--- src/rtl/vending_machine.sv ---
// Single-product vending controller: price 3 units, accepts 1- and 2-unit coins.
// Latency: the coin completing the price is sampled at edge N; x/y pulse for one cycle from edge N.
// Backpressure: none; one decoded coin per clock is always accepted, and outputs are one-cycle pulses.
//
// Ports:
//   clk    - system clock, all state changes on rising edge
//   rst_n  - synchronous reset, ACTIVE-HIGH despite the suffix (1 at a rising edge clears)
//   i      - coin-present bit of coin code {i,j}
//   j      - coin-value bit of coin code {i,j} (1 = 2-unit coin)
//   x      - dispense pulse, registered
//   y      - change pulse (1 unit), registered, coincident with x
//
// Configuration macro: VENDING_MACHINE_CHANGE_EN
//   defined     : a 4-unit overpay pulses y together with x
//   not defined : y tied to 0; the overpay still vends and the excess unit is forfeited
module vending_machine (
  input  logic clk,
  input  logic rst_n,
  input  logic i,
  input  logic j,
  output logic x,
  output logic y
);

  // Credit held so far; encoding 3 is never entered but is recovered to S0.
  typedef enum logic [1:0] {
    S0     = 2'd0,
    S1     = 2'd1,
    S2     = 2'd2,
    S3_BAD = 2'd3
  } state_t;

  // Name is fixed: benches probe it hierarchically.
  state_t state;
  state_t w_state_nxt;

  logic w_coin_vld;   // 10 or 11; code 01 is treated as no coin
  logic w_coin_two;   // 11: 2-unit coin
  logic w_x_nxt;
  logic w_y_nxt;
  logic r_x;

  assign w_coin_vld = i;
  assign w_coin_two = i & j;

  always_comb begin
    w_state_nxt = state;
    w_x_nxt     = 1'b0;
    w_y_nxt     = 1'b0;
    case (state)
      S0: begin
        if (w_coin_vld) begin
          w_state_nxt = w_coin_two ? S2 : S1;
        end
      end
      S1: begin
        if (w_coin_vld) begin
          if (w_coin_two) begin
            w_state_nxt = S0;
            w_x_nxt     = 1'b1;
          end else begin
            w_state_nxt = S2;
          end
        end
      end
      S2: begin
        // Either coin reaches the price; a 2-unit coin overpays by one.
        if (w_coin_vld) begin
          w_state_nxt = S0;
          w_x_nxt     = 1'b1;
          w_y_nxt     = w_coin_two;
        end
      end
      default: begin
        // Unused encoding: drop back to empty credit without any pulse.
        w_state_nxt = S0;
      end
    endcase
  end

  always_ff @(posedge clk) begin
    if (rst_n) begin
      state <= S0;
      r_x   <= 1'b0;
    end else begin
      state <= w_state_nxt;
      r_x   <= w_x_nxt;
    end
  end

  assign x = r_x;

`ifdef VENDING_MACHINE_CHANGE_EN
  logic r_y;

  always_ff @(posedge clk) begin
    if (rst_n) begin
      r_y <= 1'b0;
    end else begin
      r_y <= w_y_nxt;
    end
  end

  assign y = r_y;
`else
  // Change path removed; the overpay request is intentionally dropped.
  logic w_y_unused;
  assign w_y_unused = w_y_nxt;
  assign y          = 1'b0;
`endif

endmodule

--- config.mk ---
export PLATFORM = sky130hd
export DESIGN_NAME = vending_machine
export DESIGN_NICKNAME = d
export VERILOG_FILES = /design/src/rtl/vending_machine.sv
export SDC_FILE = /design/constraint.sdc
export NUM_CORES = 1
export LEC_CHECK = 0
export CAP_MARGIN = 20
export CORE_AREA = 2 2 39 41
export CTS_BUF_LIST = sky130_fd_sc_hd__clkbuf_4 sky130_fd_sc_hd__clkbuf_8 sky130_fd_sc_hd__clkbuf_16
export CTS_CLUSTER_DIAMETER = 50
export DETAILED_ROUTE_END_ITERATION = 10
export DIE_AREA = 0 0 41 43
export PLACE_DENSITY = 0.45
export SLEW_MARGIN = 20
export SYNTH_ARGS = -nofsm -noshare
export SYNTH_HDL_FRONTEND = slang
export SYNTH_SLANG_ARGS = --single-unit
--- constraint.sdc ---
create_clock -name clk -period 1.3 [get_ports clk]
set_input_delay 0.26 -clock clk [delete_from_list [all_inputs] [get_ports clk]]
set_output_delay 0.26 -clock clk [all_outputs]
set_load 0.01 [all_outputs]
Word-level counts from Yosys, hierarchy flattened
Cells that the tools add are included.
{"block": "word_totals", "regBits": 3, "input_bits": 4, "output_inout_bits": 2, "wordCells": 20}
{"block": "classes", "n_eq_ne": 5, "muxes": 10, "bitwise_logic": 1, "n_reduce_logical": 2}
{"op": "2-bit two-way mux", "n": 5}
{"op": "2-bit inequality test (second input constant)", "n": 3}
{"op": "2-bit one-hot mux with 3 select lines", "n": 1}
{"op": "1-bit two-way mux", "n": 3}
{"op": "3-bit AND reduction", "n": 1}
{"op": "2-bit by 1-bit == test with 1-bit output (second input constant)", "n": 1}
{"op": "2-bit == test (second input constant)", "n": 1}
{"op": "2-bit zero test", "n": 1}
{"op": "1-bit one-hot mux with 2 select lines", "n": 1}
{"op": "1-bit bitwise AND", "n": 1}

Logic depth before layout (Yosys ltp)
Gate-level depths: netlist of run 1.
{"block": "depth", "depth_word": 4, "ltp_mapped": 5, "mapped_depth_nobuf": 5}

Worst setup path before layout of run 1
OpenSTA, ideal clock, no wires.
{"block": "synth_timing", "path_type": "reg-to-reg", "from": "register state[0]", "to": "register state[1]", "t_arrival_ps": 1285, "t_required_ps": 1170, "setup_slack_ps": -114, "stages_incl_launch_ff": 6, "path_buffers": 0, "synth_period_minus_slack_ps": 1414, "path_cell_list": "dfxtp_1 -> inv_1 -> ha_1 -> or3_4 -> a221oi_2 -> a311oi_1"}
{"block": "synth_between", "elab_chain_cells": 3}
{"element": "start: declaration", "line": "34", "rtl": "state_t state;"}
{"element": "start signal: assignment", "line": "86", "rtl": "state <= w_state_nxt;"}
{"element": "2-bit by 1-bit == test with 1-bit output, or another cell as far along", "line": "50", "rtl": "case (state)"}
{"element": "2-bit inequality test (no source line)"}
{"element": "3-bit AND reduction (no source line)"}
Parallel ways exist; a longest one is shown, timed or not.
A chain may end at the register's enable or synchronous reset.

Worst setup path in the final report of run 1
Same ends and word-level chain as after synthesis.

==> flow_summary.json, run 1 <==
{
  "finalCriticalPeriod_ns": 1.38,
  "dp_hpwl_um": 489,
  "synth_area_sq_um": 229,
  "die_w_um": 41,
  "grt_usage_pct": 8.52,
  "clockPowerShare_pct": 45.8,
  "cp-end-kind": "register",
  "start_util_pct": 16.5,
  "clock.fmax_ghz": 0.723,
  "postCtsHoldBufs": 0,
  "synth_cell_types": 14,
  "syn_nets": 34,
  "ys_seq_elements": 3,
  "synth_compound_area_share_pct": 18.6,
  "p_leak_nw": 0.162,
  "vias_per_cell": 3.98,
  "diodes": 0,
  "cts_tree": "built",
  "synth_simple_gate_area_share_pct": 16.4,
  "antenna_found_initial": 0,
  "synth_top_family_by_area": "adder cells",
  "p_seq_share_pct": 27.2,
  "crit_required_ns": 1.41,
  "firstDrtPassIters": 2,
  "finalSetupViolations": 1,
  "fin_crit_sh_pct": 106,
  "antenna_left": 0,
  "ir_drop_v": 0.000239,
  "cts-root-buf": "clkbuf_4",
  "drv_cap": 0,
  "wl_um": 551,
  "layout-drive-gt1-share_pct": 48.6,
  "r2r-end": "state[1]",
  "core_sq_um": 1380,
  "syn-instance-count": 25,
  "io_pins": 6,
  "tns_ns": -0.0832,
  "switchingPower_w": 0.000103,
  "cts.sinks": 3,
  "grt_pass1_wl_um": 986,
  "portBuffers": 4,
  "grt_pass1_vias": 269,
  "cts_made_buffers": 3,
  "layout_setup_ws_ns": -0.0832,
  "place.gp.congestion": 0.657,
  "die_y_um": 43,
  "path_class": "register to register",
  "ys_seq_area_share_pct": 26.2,
  "place_ws_ns": -0.110,
  "synth_area_leaders": "ha_1 (27%), dfxtp_1 (26%), a221oi_2 (6.6%), inv_1 (6.6%), or3_4 (4.9%)",
  "synth_mux_area_share_pct": 0,
  "p_comb_share_pct": 27.1,
  "wl_per_cell_um": 10.4,
  "yosys_warnings": 0,
  "num_vias": 211,
  "crit_start": "state[0]",
  "num_rows": 14,
  "nets": 47,
  "htreeDepth": 1,
  "p_int_w": 0.000294,
  "die_area_sq_um": 1760,
  "power_density_nw_per_um2": 1030,
  "hp-class": "input port to register",
  "clock_path_buffers": 2,
  "violations": "setup timing",
  "critPathLaunchType": "register",
  "synthXorXnorAreaFrac_pct": 0,
  "slew_violations": 0,
  "synth.largest_area_cell": "ha_1",
  "switching_share_pct": 25.9,
  "rsz0062_at_grt": "yes",
  "r2r_cells": 5,
  "area_growth_pct": 68.3,
  "finalClockSkew_ns": 0.000683,
  "drt_iter0_drc": 1,
  "grt-ovfl-total": 0,
  "path_clk_slew_ns": 0.04,
  "post-route-drc-count": 0,
  "fillers": 153,
  "endpoint": "state[1]",
  "reg2reg_slack_ns": -0.08,
  "clk_latency_ns": 0.23,
  "grt_max_degree": 7,
  "synth.avg_cell_area_sq_um": 9.16,
  "cp_max_fo": 3,
  "status": "finished, violations left",
  "timing.rr.start": "state[0]",
  "synth_top_cell_area_share_pct": 27.3,
  "hold_violations": 0,
  "cp.arrival_ns": 1.49,
  "synth-adder-area-share_pct": 27.3
}
registers in the layout, summed over array words and instances, names as in the netlist:
name,cells
x,1
state,2
synthesized netlist by cell type:
master	number
conb_1	1
ha_1	5
nand2_1	2
nor3_1	1
buf_4	1
nand3b_1	1
inv_1	4
a21oi_1	2
dfxtp_1	3
a311oi_1	1
a221oi_2	1
and3_1	1
o2111ai_1	1
or3_4	1
power by group through the flow:
stage	sequential, W	combinational [W]	clock (W)
2_1_floorplan	0.000108	0.0000643	0
6_report	0.000108	0.000107	0.000182
3_3_place_gp	0.000109	0.000104	0
4_1_cts	0.000109	0.000109	0.000189
5_1_grt	0.000109	0.000122	0.000200
3_5_place_dp	0.000110	0.000109	0
cells in the final DEF, fill, tap and decap left out, drive strengths merged:
| cell type | n |
|---|---|
| a311oi | 1 |
| nand3b | 1 |
| ha | 5 |
| clkbuf | 4 |
| inv | 4 |
| nand2 | 2 |
| nor3 | 1 |
| a221oi | 1 |
| clkdlybuf4s50 | 3 |
| a21oi | 2 |
| and3 | 1 |
| dlygate4sd2 | 1 |
| or3 | 1 |
| buf | 5 |
| dfxtp | 3 |
| o2111ai | 1 |
| conb | 1 |
critical path, stage by stage (launching register included):
cell and delay (ns):
dfxtp_4 0.36, inv_4 0.05, ha_4 0.15, or3_4 0.40, a221oi_2 0.24, a311oi_1 0.06
final cells by class:
type,instances,area [sq um],area share (%)
clock buffer,4,30.0,7.79
inverter,4,17.5,4.55
multi-input combinational,17,174,45.1
sequential,3,67.6,17.5
tap,16,20.0,5.19
timing repair buffer,9,76.3,19.8
kinds of logic after synthesis:
kind of cell             after synthesis
AND/OR/NAND/NOR                        6
other                                  1
adder cells (fa/ha/maj)                5
flip-flops                             3
AO/OA/AOI/OAI                          5
buffers and inverters                  5
timing repair:
action                                  CTS  global route
hold endpoints to repair                  0             0
resized for setup                         2             0
setup buffers                             0             0
gates cloned                              0             0
pin swaps                                 1             0
endpoints found under the setup margin    2             1
layer usage:
metal  track usage [%]  part of all wire [%]  vias to the layer above
li1                  -                     -                      108
met1              6.39                    29                       99
met2              16.6                    68                        4
met3              3.14                   3.1                        0
met4              4.00                     0                        0
met5                 0                     0                        -
how the worst min path moves through the flow:
stage | startpoint | slack [ns] | endpoint | cells past startpoint
CTS | rst_n | 0.65 | state[0] | 2
global placement | state[0] | 0.64 | state[0] | 3
finish | rst_n | 0.65 | state[0] | 2
floorplan | rst_n | 0.32 | state[0] | 1
detailed placement | state[0] | 0.65 | state[0] | 3
global route | rst_n | 0.68 | state[0] | 2
stage by stage:
stage          cells  area (sq um)  power, W  utilization, %  hold WS [ns]
3_3_place_gp      49           354  0.000214            25.6         0.643
3_5_place_dp      49           354  0.000219            25.6         0.653
6_report          53           385  0.000397            27.8         0.647
4_1_cts           53           385  0.000407            27.8         0.650
5_1_grt           53           385  0.000431            27.8         0.676
2_1_floorplan     25           264  0.000173               -         0.319
No activity file was read; power rests on OpenSTA's default activity.
==> run 2: changes to the inputs <==
--- a/config.mk
+++ b/config.mk
@@ -7,7 +7,7 @@
 export LEC_CHECK = 0
 export CAP_MARGIN = 20
 export CORE_AREA = 2 2 39 41
-export CTS_BUF_LIST = sky130_fd_sc_hd__clkbuf_4 sky130_fd_sc_hd__clkbuf_8 sky130_fd_sc_hd__clkbuf_16
+export CTS_BUF_LIST = sky130_fd_sc_hd__clkbuf_2
 export CTS_CLUSTER_DIAMETER = 50
 export DETAILED_ROUTE_END_ITERATION = 10
 export DIE_AREA = 0 0 41 43
==> run 2 against run 1 <==
  * The flow still finishes with violations (setup timing)
  * First-iteration DRC count unchanged
  * Sequential power about the same
  * Power shrank 14%
  * Sequential share of layout area grew 0.29 points
  * Final cell count did not move
  * Register-to-register slack about the same
  * Wire length is 0.18% higher
  * Highest routed layer unchanged
==> flow_summary.json, run 2 (synthesized netlist as in run 1, its figures left out) <==
{
  "status": "finished, violations left",
  "violations": "setup timing",
  "clock.fmax_ghz": 0.722,
  "wl_per_cell_um": 10.4,
  "io_pins": 6,
  "critPathLaunchType": "register",
  "antenna_found_initial": 0,
  "hold_violations": 0,
  "grt_max_degree": 7,
  "core_sq_um": 1380,
  "layout_setup_ws_ns": -0.0851,
  "grt_usage_pct": 8.52,
  "layout_common_cells": "buf_4 (5), clkbuf_2 (4), clkdlybuf4s50_1 (3)",
  "finalClockSkew_ns": 0.00148,
  "largest_register_ffs": 2,
  "htreeDepth": 1,
  "cts_tree": "built",
  "area_growth_pct": 65.6,
  "cts.sinks": 3,
  "cp.arrival_ns": 1.46,
  "stdcell_area_sq_um": 379,
  "nets": 47,
  "finalCriticalPeriod_ns": 1.39,
  "dp_cells": 49,
  "ir_drop_v": 0.000196,
  "crit_required_ns": 1.38,
  "fin_hold_ws_ns": 0.662,
  "die_y_um": 43,
  "cp_max_fo": 3,
  "finalSetupViolations": 1,
  "postCtsHoldBufs": 0,
  "firstDrtPassIters": 2,
  "drt_iter0_drc": 1,
  "tns_ns": -0.0851,
  "die_w_um": 41,
  "dp_hpwl_um": 489,
  "diodes": 0,
  "final-instance-count-excl-fill": 53,
  "post-cts-setup-buffer-count": 0,
  "grt_pass1_wl_um": 986,
  "cp-end-kind": "register",
  "drv_cap": 0,
  "final_common_cell": "buf_4",
  "path_clk_slew_ns": 0.04,
  "place.gp.congestion": 0.657,
  "grt_pass1_vias": 269,
  "placed_cell_area_sq_um": 354,
  "clk_latency_ns": 0.20,
  "num_vias": 211,
  "p_leak_nw": 0.174,
  "cts_made_buffers": 3,
  "cts-root-buf": "clkbuf_2",
  "rsz0062_at_grt": "yes",
  "fin_crit_sh_pct": 107,
  "slew_violations": 0,
  "grt-ovfl-total": 0,
  "antenna_left": 0,
  "hp-class": "register to register",
  "portBuffers": 4,
  "vias_per_cell": 3.98,
  "path_class": "register to register",
  "post-route-drc-count": 0,
  "layout-drive-gt1-share_pct": 48.6,
  "clock_path_buffers": 2,
  "power_density_nw_per_um2": 905,
  "die_area_sq_um": 1760,
  "top_register": "state",
  "start_util_pct": 16.5,
  "wl_um": 552,
  "place_ws_ns": -0.110,
  "num_rows": 14
}
run 2: changes by cell type in the layout (fill, tap and decap cells not counted):
cell,change
dlygate4sd2_1,-1
dlymetal6s2s_1,+1
clkbuf_2,+4
clkbuf_4,-4
run 2: worst paths after layout:
check / startpoint / end / slack, ns / cells after the start
worst min register to register: state[0] / state[0] / 0.66 / 3
worst max register to register: state[0] / state[1] / -0.09 / 5
worst min-delay path: state[0] / state[0] / 0.66 / 3
worst max-delay path: state[0] / state[1] / -0.09 / 5
run 2: cell type report:
| class | count | area [sq um] |
|---|---|---|
| Inverter | 4 | 17.5 |
| Fill cell | 148 | 1000 |
| Sequential cell | 3 | 67.6 |
| Timing Repair Buffer | 9 | 80.1 |
| Multi-Input combinational cell | 17 | 174 |
| Clock buffer | 4 | 20.0 |
| Tap cell | 16 | 20.0 |
run 2: metrics by stage:
stage | power (W) | utilization (%)
global placement | 0.000214 | 25.6
global route | 0.000374 | 27.4
floorplan | 0.000173 | -
detailed placement | 0.000219 | 25.6
finish | 0.000343 | 27.4
CTS | 0.000352 | 27.2
run 2: power by group:
group / switching [W] / internal, W
sequential: 0.00000841 / 0.0000993
combinational: 0.0000482 / 0.0000595
clock: 0.0000464 / 0.0000812
total: 0.000103 / 0.000240
run 2: layer usage:
layer  track usage (%)  up-vias  wire (um)
met2              16.6        4        374
met3              3.14        0         20
met4              4.00        0          0
met1              6.39       99        158
met5                 0        -          0
li1                  -      108          -
run 2: critical path, stage by stage, from the launching register on:
cell      delay (ns)
dfxtp_4         0.36
inv_4           0.05
ha_4            0.15
or3_4           0.40
a221oi_2        0.24
a311oi_1        0.06
run 2: what timing repair did:
action | CTS | global route
pin swaps | 1 | 0
setup endpoints to repair | 1 | 2
resized for setup | 1 | 1
